--- config.mk ---
export PLATFORM = sky130hd
export DESIGN_NAME = hpm_counter_bank
export DESIGN_NICKNAME = d
export VERILOG_FILES = /design/src/rtl/hpm_counter_bank.sv
export SDC_FILE = /design/constraint.sdc
export NUM_CORES = 2
export LEC_CHECK = 0
export ABC_AREA = 1
export BUFFER_PORTS_ARGS = -buffer_cell sky130_fd_sc_hd__buf_2
export CAP_MARGIN = 25
export CORE_ASPECT_RATIO = 1.75
export CORE_MARGIN = 1.5
export CORE_UTILIZATION = 45
export DETAILED_ROUTE_END_ITERATION = 6
export GPL_TIMING_DRIVEN = 0
export PLACE_DENSITY_LB_ADDON = 0.3
export SYNTH_ARGS = -nofsm -noshare
export SYNTH_HDL_FRONTEND = slang
export SYNTH_SLANG_ARGS = --single-unit
export TNS_END_PERCENT = 100
--- constraint.sdc ---
create_clock -name clk_i -period 2.1 [get_ports clk_i]
set_input_delay 0.42 -clock clk_i [delete_from_list [all_inputs] [get_ports clk_i]]
set_output_delay 0.42 -clock clk_i [all_outputs]
set_load 0.02 [all_outputs]
--- src/rtl/hpm_counter_bank.sv ---
// Machine counter bank: mcycle, minstret, NUM_HPM event counters with selectors, and mcountinhibit.
// CSR reads are registered (1-cycle latency); writes take effect at the next clock edge.
module hpm_counter_bank #(
   parameter int NUM_HPM    = 4,
   parameter int CNT_WIDTH  = 64,
   parameter int NUM_EVENTS = 8
) (
   input  logic                  clk_i,
   input  logic                  rst_ni,
   input  logic [11:0]           csr_addr_i,
   input  logic                  csr_re_i,
   input  logic                  csr_we_i,
   input  logic [31:0]           csr_wdata_i,
   output logic [31:0]           csr_rdata_o,
   output logic                  csr_rvalid_o,
   output logic                  csr_hit_o,
   input  logic                  instret_i,
   input  logic [NUM_EVENTS-1:0] event_i,
   output logic [NUM_HPM+1:0]    ovf_o
);

   localparam int NCNT = NUM_HPM + 2;
   localparam int EW   = $clog2(NUM_EVENTS + 1);
   localparam int NEVT = (NUM_HPM > 0) ? NUM_HPM : 1;

   // Counter slot i maps to CSR index 0 (mcycle), 2 (minstret), then 3, 4, ...
   function automatic logic [4:0] cnt_idx(input int i);
      if (i == 0)      return 5'd0;
      else if (i == 1) return 5'd2;
      else             return 5'(i + 1);
   endfunction

   function automatic logic [31:0] inh_mask_f();
      logic [31:0] m;
      m = '0;
      for (int i = 0; i < NCNT; i++) m[cnt_idx(i)] = 1'b1;
      return m;
   endfunction

   localparam logic [31:0] INH_MASK = inh_mask_f();

   logic [CNT_WIDTH-1:0] cnt_q [NCNT];
   logic [CNT_WIDTH-1:0] cnt_d [NCNT];
   logic [EW-1:0]        evt_q [NEVT];
   logic [EW-1:0]        evt_d [NEVT];
   logic [31:0]          inh_q, inh_d;
   logic [NCNT-1:0]      ovf_q, ovf_d;
   logic [31:0]          rdata_q, rdata_d;
   logic                 rvalid_q;

   logic [6:0]           addr_blk;
   logic [4:0]           idx;
   logic                 is_lo, is_hi, is_inh, is_evt;
   logic [NUM_EVENTS:0]  ev_ext;
   logic [NCNT-1:0]      inc, inc_en, wr_lo, wr_hi;
   logic [31:0]          rd_val;
   logic [63:0]          cnt_ext;

   always_comb begin
      addr_blk  = csr_addr_i[11:5];
      idx       = csr_addr_i[4:0];
      is_lo     = (addr_blk == 7'h58) && (idx != 5'd1);
      is_hi     = (addr_blk == 7'h5C) && (idx != 5'd1);
      is_inh    = (csr_addr_i == 12'h320);
      is_evt    = (addr_blk == 7'h19) && (idx >= 5'd3);
      csr_hit_o = is_lo | is_hi | is_inh | is_evt;
   end

   // Selector value 0 picks the constant-zero bit, so it never counts.
   always_comb begin
      ev_ext = {event_i, 1'b0};
      inc    = '0;
      inc[0] = 1'b1;
      inc[1] = instret_i;
      for (int k = 0; k < NUM_HPM; k++) inc[k+2] = ev_ext[evt_q[k]];
      for (int i = 0; i < NCNT; i++) inc_en[i] = inc[i] & ~inh_q[cnt_idx(i)];
   end

   // A write to either half wins over the increment for that counter.
   always_comb begin
      for (int i = 0; i < NCNT; i++) begin
         wr_lo[i] = csr_we_i && is_lo && (idx == cnt_idx(i));
         wr_hi[i] = csr_we_i && is_hi && (idx == cnt_idx(i));
         cnt_d[i] = cnt_q[i];
         ovf_d[i] = 1'b0;
         if (wr_lo[i]) begin
            cnt_d[i][31:0] = csr_wdata_i;
         end else if (wr_hi[i]) begin
            cnt_d[i][CNT_WIDTH-1:32] = csr_wdata_i[CNT_WIDTH-33:0];
         end else if (inc_en[i]) begin
            cnt_d[i] = cnt_q[i] + CNT_WIDTH'(1);
            ovf_d[i] = &cnt_q[i];
         end
      end
   end

   always_comb begin
      inh_d   = inh_q;
      rd_val  = '0;
      cnt_ext = '0;
      for (int k = 0; k < NEVT; k++) evt_d[k] = evt_q[k];
      if (is_inh) begin
         rd_val = inh_q;
         if (csr_we_i) inh_d = csr_wdata_i & INH_MASK;
      end
      for (int k = 0; k < NUM_HPM; k++) begin
         if (is_evt && (idx == 5'(k + 3))) begin
            rd_val = 32'(evt_q[k]);
            if (csr_we_i) begin
               if (csr_wdata_i <= 32'(NUM_EVENTS)) evt_d[k] = csr_wdata_i[EW-1:0];
               else                                evt_d[k] = '0;
            end
         end
      end
      for (int i = 0; i < NCNT; i++) begin
         if ((is_lo || is_hi) && (idx == cnt_idx(i))) begin
            cnt_ext = 64'(cnt_q[i]);
            rd_val  = is_lo ? cnt_ext[31:0] : cnt_ext[63:32];
         end
      end
      rdata_d = csr_re_i ? rd_val : rdata_q;
   end

   always_ff @(posedge clk_i or negedge rst_ni) begin
      if (!rst_ni) begin
         for (int i = 0; i < NCNT; i++) cnt_q[i] <= '0;
         for (int k = 0; k < NEVT; k++) evt_q[k] <= '0;
         inh_q    <= '0;
         ovf_q    <= '0;
         rdata_q  <= '0;
         rvalid_q <= 1'b0;
      end else begin
         for (int i = 0; i < NCNT; i++) cnt_q[i] <= cnt_d[i];
         for (int k = 0; k < NEVT; k++) evt_q[k] <= evt_d[k];
         inh_q    <= inh_d;
         ovf_q    <= ovf_d;
         rdata_q  <= rdata_d;
         rvalid_q <= csr_re_i;
      end
   end

   assign csr_rdata_o  = rdata_q;
   assign csr_rvalid_o = rvalid_q;
   assign ovf_o        = ovf_q;

endmodule

==> results of run 1 <==
[cells by family after synthesis]
logic type / Yosys count / synth area share
buffers and inverters: 815 / 0.0916
adders and majority gates: 6 / 0.00220
and+or+nand+nor: 2636 / 0.336
xor gates and xnor gates: 286 / 0.0733
DFF: 445 / 0.326
muxes: 6 / 0.00194
AOI/OAI and AO/OA: 977 / 0.169
[through the flow]
| step | cells | setup TNS, ns |
|---|---|---|
| after CTS | 6708 | -17.30 |
| after detailed placement | 6295 | -552.35 |
| after global placement | 6276 | -4600.18 |
| after floorplan | 5171 | -2.56 |
[per-layer routing]
layer / GRT overflow / global-route usage
met5: 0 / 0.0211
met4: 14 / 0.623
met3: 0 / 0.280
met2: 16 / 0.841
met1: 0 / 0.616
[what timing repair did]
item | in CTS
pin swaps | 277
buffers inserted | 331
endpoints found under the hold margin | 73
cloned | 5
endpoints found under the setup margin | 439
gates resized for setup | 1153
hold buffers | 2
==> impl_metrics.toml, run 1 <==
[synthesis]
seq_area_frac_synth = 0.326
synthMostInstantiatedCell = "nand2_1"
synth_cells = 5171
ys_types = 55
synthTopCellsByArea = "dfrtp_1, nand2_1, xor2_1"
syn_area_um2 = 34200
synthArstFlopShare = 1.00
ys_seq_elements = 445
syn-num-nets = 5234
yosys-top-cells-count = "nand2_1, inv_1, nor2_1, dfrtp_1, o21ai_0"
synth_top_area_frac = 0.326
yosysWarnings = 0
yosys.area.top_type = "dfrtp_1"
synthFlopType = "dfrtp_1"
synth_enable_flop_cells = 0
syn_avg_cell_area_um2 = 6.61

[clock_network]
cts_buffer_depth = 3
cts_root_buf = "clkbuf_16"
cts_buffers = 49
cts_sinks = 445
htreeDepth = 2

[placement]
port_buffers = 93
gp_congestion = 1.19
pre_cts_slack_ns = -2.05
placed_area_um2 = 36500
dpl.hpwl_um = 159000

[run_status]
stop_stage = "global routing (5_1_grt)"
status = "did not finish"
error = "[ERROR GRT-0232] Routing congestion too high. Check the congestion heatmap in the GUI."

[grt]
gr-total-overflow = 30
grt_usage = 0.593
grt_max_degree = 109

[floorplan]
ios = 97
row_count = 133
die_height_um = 368
die_x_um = 211
initial_core_util = 0.455
==> run 2, diff against run 1 <==
--- a/config.mk
+++ b/config.mk
@@ -8,12 +8,11 @@
 export ABC_AREA = 1
 export BUFFER_PORTS_ARGS = -buffer_cell sky130_fd_sc_hd__buf_2
 export CAP_MARGIN = 25
-export CORE_ASPECT_RATIO = 1.75
 export CORE_MARGIN = 1.5
-export CORE_UTILIZATION = 45
+export CORE_UTILIZATION = 30
 export DETAILED_ROUTE_END_ITERATION = 6
 export GPL_TIMING_DRIVEN = 0
-export PLACE_DENSITY_LB_ADDON = 0.3
+export PLACE_DENSITY_LB_ADDON = 0.15
 export SYNTH_ARGS = -nofsm -noshare
 export SYNTH_HDL_FRONTEND = slang
 export SYNTH_SLANG_ARGS = --single-unit
==> constraint.sdc (replaced) <==
create_clock -name clk_i -period 2.7 [get_ports clk_i]
set_input_delay 0.54 -clock clk_i [delete_from_list [all_inputs] [get_ports clk_i]]
set_output_delay 0.54 -clock clk_i [all_outputs]
set_load 0.02 [all_outputs]
==> run 2 against run 1 <==
Net effect: the flow now finishes, with violations (DRC, setup timing); synthesized area unchanged; synthesized cell count unchanged.
==> impl_metrics.toml, run 2 <==
[run_status]
status = "complete, but fails checks"
violations = "DRC, setup timing"

[drt]
drt-initial-drc-count = 4894
via_per_inst = 5.76
route.detailed.drc = 2
drt-pass1-iter-count = 7
ant_nets = 0
vias = 40000
drt_wl_total_um = 207000
wl_per_cell_um = 29.8

[grt]
grt_pass1_vias = 37500
grt_usage = 0.348
grt_pass1_wl_um = 289000
grt_max_degree = 102
antenna_found_initial = 8
gr-total-overflow = 0

[synthesis]
seq_area_frac_synth = 0.326
synthMostInstantiatedCell = "nand2_1"
ys_types = 55
yosysWarnings = 0
syn-num-nets = 5234
synth_top_area_frac = 0.326
synthTopCellsByArea = "dfrtp_1, nand2_1, xor2_1"
synthFlopType = "dfrtp_1"
ys_seq_elements = 445
yosys-top-cells-count = "nand2_1, inv_1, nor2_1, dfrtp_1, o21ai_0"
synth_enable_flop_cells = 0
synth_cells = 5171
syn_avg_cell_area_um2 = 6.61
syn_area_um2 = 34200
synthArstFlopShare = 1.00
yosys.area.top_type = "dfrtp_1"

[min_path]
hold_depth = 3
hold-path-endpoint = "cnt_q[332]"
min_from = "csr_wdata_i[12]"
hold_path.class = "in -> reg"

[power_and_ir_drop]
ir_worst_vdd_uv = 409
fin_total_pwr_uw = 18800
p_per_area_nw_per_um2 = 458
p_leak_uw = 0.0174

[final_layout]
fin_area_um2 = 41000
largest_reg_flops = 384
fin_cells = 6956
nFillCells = 12400
seq_area_um2 = 11200
multi_input_area_um2 = 21000
n_antenna_cell = 0
regMostFlops = "cnt_q"
most-common-layout-cells = "nand2_1, inv_1, nor2_1"
drive_above_1_share = 0.127
fin_nets = 5467
layout-area-overhead-vs-synth_pct = 20.0
final_common_cell = "nand2_1"

[timing]
max_slew_margin = 0.221
rsz0062_at_grt = "true"
min_period_ns = 2.88
finalCritPeriodShare = 1.07
setup_slack_ns = -0.181
clock_skew_ns = 0.0284
drv_slew = 0
hold_viol = 0
tightest_slew_ns = 1.17
setup_viol = 21
max_freq_mhz = 347

[setup_path]
worst_ep_arrival_time_ns = 3.41
required_ns = 3.22
worstReg2RegStart = "cnt_q[339]"
r2r_slack_ns = 0.09
rr_worst_depth = 8
cp_max_fo = 5
start_kind = "input port"
rr_endpoint = "cnt_q[354]"
crit_type = "in -> reg"
crit_path_end_kind = "flop"

[floorplan]
ios = 97
core_area_um2 = 113000
die_area_um2 = 116000
die_height_um = 341
initial_core_util = 0.303
row_count = 123
die_x_um = 341

[run]
drv_cap = 0

[clock_network]
cts.clk_slew.worst_paths_ns = 0.05
cts_root_buf = "clkbuf_16"
cts_sinks = 445
cts_tree = "yes"
cts_buffers = 66
cts_buffer_depth = 3
clk_latency_ns = 0.67
htreeDepth = 3

[placement]
port_buffers = 93
dpl.hpwl_um = 161000
pre_cts_slack_ns = -1.95
gp_congestion = 1.04
placed_area_um2 = 37100
placedCellCount = 6788
-- run 2: cell counts after synthesis --
Identical to the previous run, type by type.
-- run 2: power by group --
group          total, uW  internal (uW)  switching [uW]
Sequential          7450           6960             488
Combinational       2290            595            1690
Clock               9050           5270            3780
Total              18800          12800            5970
-- run 2: final cells by class --
class | instances | area share
Tap cell | 1500 | 0.0458
Inverter | 605 | 0.0559
Multi-Input combinational cell | 3912 | 0.513
Buffer | 201 | 0.0238
Clock buffer | 86 | 0.0453
Sequential cell | 445 | 0.272
Clock inverter | 34 | 0.00811
Timing Repair Buffer | 173 | 0.0363
-- run 2: cells by family after synthesis --
logic type               share of synthesized area
AO/OA/AOI/OAI                                0.169
XOR/XNOR                                    0.0733
multiplexers                               0.00194
flip-flops                                   0.326
adder cells (fa/ha/maj)                    0.00220
buffers and inverters                       0.0916
AND/OR/NAND/NOR                              0.336
-- run 2: stage by stage --
stage	TNS (ns)	utilization	hold slack [ns]
2_1_floorplan	0	-	0.244
3_3_place_gp	-4591.65	0.324	0.463
3_5_place_dp	-469.29	0.329	0.463
4_1_cts	0	0.356	0.256
5_1_grt	-0.390	0.364	0.304
6_report	-1.21	0.364	0.284
-- run 2: per-layer routing --
| layer | GRT usage | share of wire | vias to the layer above |
|---|---|---|---|
| li1 | - | - | 17900 |
| met4 | 0.199 | 0.069 | 4 |
| met1 | 0.462 | 0.41 | 19600 |
| met3 | 0.0649 | 0.085 | 524 |
| met5 | 0 | 0.00014 | - |
| met2 | 0.530 | 0.43 | 2042 |
-- run 2: worst max path at each step --
stage | start | endpoint | slack, ns | depth (start not counted)
floorplan | csr_addr_i[7] | cnt_q[376] | 0.35 | 14
global placement | rst_ni | cnt_q[285] | -9.34 | 1
detailed placement | csr_addr_i[10] | csr_rdata_o[5] | -1.95 | 13
CTS | csr_addr_i[1] | cnt_q[169] | 0.0006 | 11
global route | csr_addr_i[1] | csr_rdata_o[1] | -0.12 | 14
finish | csr_addr_i[1] | csr_rdata_o[1] | -0.18 | 14
-- run 2: what timing repair did --
action	CTS	global route
hold buffers	2	0
resized for setup	215	200
setup buffers	13	41
gates cloned	0	1
endpoints found under the hold margin	80	0
pin swaps	14	35
endpoints found under the setup margin	436	320
-- run 2: worst max-delay path, stage by stage --
cell,delay [ns]
buf_2,0.28
nor2_2,0.16
inv_1,0.10
nor2_1,0.08
inv_1,0.46
nor2_1,0.23
nand2_1,0.11
nand3_1,0.06
a21oi_1,0.38
nand3_1,0.34
nor2_1,0.26
nand4_1,0.10
nand2_1,0.21
nand2_1,0.08
No activity file was read; power rests on OpenSTA's default activity.
